### src/rtl/cmp_pkg.sv
// Shared definitions for the sequential comparator: state codes, result flags,
// and the chunk-count / counter-width derivations.
package cmp_pkg;
  localparam logic [1:0] S_IDLE = 2'd0;
  localparam logic [1:0] S_RUN  = 2'd1;
  localparam logic [1:0] S_DONE = 2'd2;

  typedef struct packed {
    logic eq;
    logic sg;
    logic ug;
    logic mg;
    logic xg;
  } cmp_flags_t;

  function automatic int calc_n(input int len, input int chunk);
    return len / chunk;
  endfunction

  function automatic int calc_cw(input int n);
    return (n <= 1) ? 1 : $clog2(n);
  endfunction
endpackage

### src/rtl/cmp_chunk.sv
// Combinational unsigned compare of one W-bit chunk.
module cmp_chunk #(
  parameter int W = 4
) (
  input  logic [W-1:0] a_i,
  input  logic [W-1:0] b_i,
  output logic         chunk_eq,
  output logic         chunk_gt
);
  assign chunk_eq = (a_i == b_i);
  assign chunk_gt = (a_i > b_i);
endmodule

### src/rtl/cmp_seq.sv
// Handshaked multi-cycle comparator: walks the operands MSB chunk first and
// returns EQ/SG/UG/MG/XG after a fixed N-cycle run.
module cmp_seq
  import cmp_pkg::*;
#(
  parameter int LEN   = 16,
  parameter int CHUNK = 4
) (
  input  logic           clk,
  input  logic           rst_n,
  input  logic           in_valid,
  output logic           in_ready,
  input  logic [LEN-1:0] A,
  input  logic [LEN-1:0] B,
  output logic           out_valid,
  input  logic           out_ready,
  output logic           EQ,
  output logic           SG,
  output logic           UG,
  output logic           MG,
  output logic           XG
);
  localparam int N  = calc_n(LEN, CHUNK);
  localparam int CW = calc_cw(N);
  localparam logic [CW-1:0] LAST = CW'(N - 1);

  logic [1:0]     state_q, state_d;
  logic [LEN-1:0] a_q, a_d, b_q, b_d;
  logic [CW-1:0]  cnt_q, cnt_d;
  logic           eq_acc_q, eq_acc_d, gt_acc_q, gt_acc_d;
  cmp_flags_t     flags_q, flags_d;

  logic [LEN-1:0]   a_sh, b_sh;
  logic [CHUNK-1:0] a_ch, b_ch;
  logic             chunk_eq, chunk_gt;
  logic             xfer;

  // Chunk index N-1-cnt: the MSB chunk is visited first.
  assign a_sh = a_q >> (CHUNK * (N - 1 - int'(cnt_q)));
  assign b_sh = b_q >> (CHUNK * (N - 1 - int'(cnt_q)));
  assign a_ch = a_sh[CHUNK-1:0];
  assign b_ch = b_sh[CHUNK-1:0];

  cmp_chunk #(.W(CHUNK)) u_chunk (
    .a_i      (a_ch),
    .b_i      (b_ch),
    .chunk_eq (chunk_eq),
    .chunk_gt (chunk_gt)
  );

  assign in_ready  = (state_q == S_IDLE) || ((state_q == S_DONE) && out_ready);
  assign out_valid = (state_q == S_DONE);
  assign xfer      = in_valid && in_ready;

  always_comb begin
    state_d  = state_q;
    a_d      = a_q;
    b_d      = b_q;
    cnt_d    = cnt_q;
    eq_acc_d = eq_acc_q;
    gt_acc_d = gt_acc_q;
    flags_d  = flags_q;
    case (state_q)
      S_RUN: begin
        // Once a chunk differs the accumulators freeze: that chunk decides.
        if (eq_acc_q) begin
          eq_acc_d = chunk_eq;
          gt_acc_d = chunk_gt;
        end
        cnt_d = cnt_q + CW'(1);
        if (cnt_q == LAST) begin
          state_d    = S_DONE;
          flags_d.eq = eq_acc_d;
          flags_d.ug = gt_acc_d;
          flags_d.sg = (a_q[LEN-1] != b_q[LEN-1]) ? b_q[LEN-1] : gt_acc_d;
          flags_d.mg = gt_acc_d;
          flags_d.xg = gt_acc_d;
        end
      end
      S_DONE: if (out_ready) state_d = S_IDLE;
      default: state_d = S_IDLE;
    endcase
    if (xfer) begin
      a_d      = A;
      b_d      = B;
      cnt_d    = '0;
      eq_acc_d = 1'b1;
      gt_acc_d = 1'b0;
      state_d  = S_RUN;
    end
  end

  always_ff @(posedge clk or negedge rst_n) begin
    if (!rst_n) begin
      state_q  <= S_IDLE;
      a_q      <= '0;
      b_q      <= '0;
      cnt_q    <= '0;
      eq_acc_q <= 1'b0;
      gt_acc_q <= 1'b0;
      flags_q  <= '0;
    end else begin
      state_q  <= state_d;
      a_q      <= a_d;
      b_q      <= b_d;
      cnt_q    <= cnt_d;
      eq_acc_q <= eq_acc_d;
      gt_acc_q <= gt_acc_d;
      flags_q  <= flags_d;
    end
  end

  assign EQ = flags_q.eq;
  assign SG = flags_q.sg;
  assign UG = flags_q.ug;
  assign MG = flags_q.mg;
  assign XG = flags_q.xg;
endmodule

### config.mk
export PLATFORM = sky130hd
export DESIGN_NAME = cmp_seq
export DESIGN_NICKNAME = d
export VERILOG_FILES = /design/src/rtl/cmp_pkg.sv /design/src/rtl/cmp_chunk.sv /design/src/rtl/cmp_seq.sv
export SDC_FILE = /design/constraint.sdc
export NUM_CORES = 1
export LEC_CHECK = 0
export BUFFER_PORTS_ARGS = -buffer_cell sky130_fd_sc_hd__buf_2
export CAP_MARGIN = 15
export CELL_PAD_IN_SITES_DETAIL_PLACEMENT = 2
export CELL_PAD_IN_SITES_GLOBAL_PLACEMENT = 2
export CORE_ASPECT_RATIO = 1.4
export CORE_UTILIZATION = 35
export DETAILED_ROUTE_END_ITERATION = 10
export HOLD_SLACK_MARGIN = 0.03
export PLACE_DENSITY = 0.74
export SYNTH_ARGS = -nofsm -noshare
export SYNTH_HDL_FRONTEND = slang
export SYNTH_SLANG_ARGS = --single-unit
### constraint.sdc
create_clock -name clk -period 2.85 [get_ports clk]
set_clock_uncertainty 0.1 [all_clocks]
set_input_delay 0.285 -clock clk [delete_from_list [all_inputs] [get_ports clk]]
set_output_delay 0.285 -clock clk [all_outputs]
set_load 0.1 [all_outputs]
==> results.txt <==
* Critical-path cell list: buf_4 > mux4_2 > ha_1 > and4_1 > a211oi_1 > o21ai_0 > o211ai_1
- Site row count: 31
* Post-Synth Adder-Cell Area: roughly 3.2%
- The H-tree was split into 2 levels.
- Floorplan die width: 65.3 um
- Summed over all layers, the global routing overflow is 0.
* CTS max path bufs: 2
- In this run the power density over the cells is approximately 1300 nW/um2.
- In the finished design, the share of the clock period the worst path needs comes to 87.8%.
- Run status: completed
* I/O Buffers: 42
- Clock edge transition at the registers on the reported setup and hold paths: 0.08 ns
* Instance count of the mapped netlist: 140
- Endpoints failing setup: 0
- Worst stage delay on the critical path: roughly 0.52 ns
- Post-layout min period: roughly 2.5 ns
- STA classifies the critical path endpoint as a flop.
* CTS tree: done
- Wire length of the first global-routing pass: 7380 um
- Parity-gate share of the synthesized area counting xor and xnor cells: 0%
- Global routing met2 resource utilization: a little under a third
- Number of maximum-capacitance constraint violations: 0
* Number of fillers in the final layout: 556
- Worst endpoint required time: 2.97 ns
- Entering global routing, the biggest net connects 42 pins.
* Type of the setup path with the least slack: flop to flop
- Count of instances resized after the clock tree is built: 0
* Worst setup SP type: flop
- Of the total synthesized cell area, the portion taken by AND, OR, NAND and NOR gates is 7.45%.
* Number of flops mapped to enable cells by yosys: 0
- Iteration-0 DRC count of the detailed router: 18
* Initial antenna violation count: 0
- The number of antenna diodes in the final layout is 0.
- Met1 layer usage reported by global route: 17.8%
* Least-Margin Pin Slew: about 0.9 ns
- Most used flip-flop cell after synthesis: dfrtp_1
- Via count: 1,250
- Die area: between 5000 and 6000 um2
- In this run, placement finished with an instance count of 242.
- Hold Crit Class: input port to async pin
- At the worst endpoint, the arrival time is 2.62 ns.
- Average wire per cell in the routed design: 17.2 um
- For this design, the CTS-stage hold fixing added 0 buffers.
- Critical path buffers and inverters: 1
* Cell at the root of the clock tree: clkbuf_8
- TritonCTS Buffers: 5
- Clk_lat worst skew: 0.30 ns
- Most frequent cells after synthesis: 41 x dfrtp_1, 20 x mux2_2, 12 x nand2_1
* Y dimension of the die: 90.7 um
- Routed Antenna Nets: 0
- Of the synthesized area, sequential elements account for 52.2%.
* Mux cell area share after synthesis: 28.3%
- Synth Net Count: 181
* Share of the synthesized area in the top cell type: around 52%
- The synthesized netlist devotes about 5% of its cell area to compound gates.
- 43 I/O pins were placed.
- Fraction of final layout cells sized beyond drive strength 1: 49.5%
- CP max FO: 10
* Async set-reset flop share out of synthesis: 100%
* Via count of the first global-routing pass: 1,529
- Fin Setup TNS: 0 ns
* Largest family of logic cells by synthesized area: multiplexers
- Detailed Route WL: 4310 um
* Synth-to-layout area growth: 19.0%
* Number of register bits inferred by synthesis: between 40 and 50
- Setup repair after global routing missed its margin: no
- Worst slew slack as a fraction of its limit: 39.7%
- In the routed layout, each cell is associated on average with a via count of 5.00.
* Routing layer with the top usage in global route: met2
* Leading post-synthesis cells by cell area: dfrtp_1 52%, mux2_2 11%, mux4_2 9.2%, mux2_4 7.6%, ha_1 3.2%
* Yosys warning count: 0
- Cell type contributing the most total cell area after synthesis: dfrtp_1
- Initial Utilization: a little under two fifths
- After the last flow step, the layout net total stands at 224.
- Global routing used 16.8% of the available tracks across all layers.
* Post-DP Area: 2220 um2
- DP HPWL: roughly 3300 um
- In the routed design, unresolved DRC markers number 0.
- On the critical path the largest part of the delay comes from compound AO/OA/AOI/OAI gates.
* Number of setup buffers added after CTS: 0
* Count of unique library cells instantiated by Yosys: 24
- Final Non-Filler Cells: 250
- At the end of routability-driven placement, the weighted congestion stood at ~0.7.
- The pre-antenna-repair detailed-routing pass consisted of 2 iterations.
- Worst-case vdd ir drop: 0.000427 V
- Among all cell types in the netlist, the one instantiated most often is dfrtp_1.
- Derived from the worst setup path, the maximum achievable clock frequency is between 300 and 400 MHz.
* Total chip power: 3.08 mW
- In the global route stage, met3 resource usage came out at 3.66%.
* Post-Syn Area per Cell: between 10 and 15 um2
* Final hold violations: 0
* Number of max-slew violations in the final report: 0
- Pleak: about 1.1 nW
- Library cell contributing the largest single delay on the critical path: mux4_2
- Cell area after layout: 2340 um2
* Number of sinks driven by the clock tree: slightly above 40
* Core outline area: 5280 um2
- Summing every instance area after synthesis gives 1970 um2.
-- power by group --
| part | switching, mW | leakage [nW] | internal (mW) |
|---|---|---|---|
| Combinational | 0.807 | 0.546 | 0.690 |
| Clock | 0.202 | 0.0574 | 0.285 |
| Sequential | 0.215 | 0.489 | 0.877 |
| Total | 1.22 | 1.09 | 1.85 |
-- metrics by stage --
stage               hold WS (ns)  util [%]  setup WS (ns)
finish                    0.0144      44.3          0.347
global route              0.0776      44.3          0.188
CTS                       0.0514      44.3          0.302
detailed placement         0.374      42.1          0.334
global placement           0.356      42.1          0.437
floorplan                 -0.111         -          0.457
-- flip-flops by register name (all words and copies together), names as in the netlist, 2 cells and up --
signal   count
a_q         16
b_q         16
cnt_q        2
state_q      2
-- layer usage --
metal	part of all wire, %	wire [um]
met1	37	1590
met2	58	2500
met3	3.2	137
met4	1.9	82
met5	0	0
-- placed cells by master (no fill, tap or decap), types with 2 or more instances in the layout --
cell / instances
nor2b_1: 2
nor2_1: 2
and2b_1: 2
buf_4: 2
mux2_2: 20
nand2_1: 12
mux2_4: 10
buf_2: 42
nand3b_1: 4
clkbuf_8: 6
inv_1: 6
nand2b_1: 3
ha_1: 5
o21ai_0: 8
mux4_2: 8
dfrtp_1: 41
o211ai_1: 3
-- path summary, 6_finish.rpt --
kind                       cells past startpoint       to  startpoint  slack (ns)
setup / recovery                               7       SG    cnt_q[0]        0.35
hold / removal                                 1  a_q[15]       rst_n        0.01
setup reg to reg                               7       SG    cnt_q[0]        0.35
hold reg to reg                                2       EQ          EQ        0.38
max in group asynchronous                      1   a_q[8]       rst_n        2.07
min in group clk                               2   b_q[6]        B[6]        0.11
-- final cells by class --
class	instances	area, um2	area share, %
Clock buffer	6	82.6	3.53
Tap cell	66	82.6	3.53
Inverter	6	22.5	0.963
Timing Repair Buffer	44	225	9.63
Multi-Input combinational cell	85	862	36.9
Clock inverter	2	37.5	1.61
Sequential cell	41	1030	43.9
-- cell families (layout without fill, tap and decap cells) --
kind of cell / count (synthesis) / count (layout)
mux: 38 / 38
simple gates: 27 / 27
buf+inv: 14 / 58
flops: 41 / 41
compound gates: 15 / 15
fa+ha+maj: 5 / 5
(Power assumes the default switching activity.)
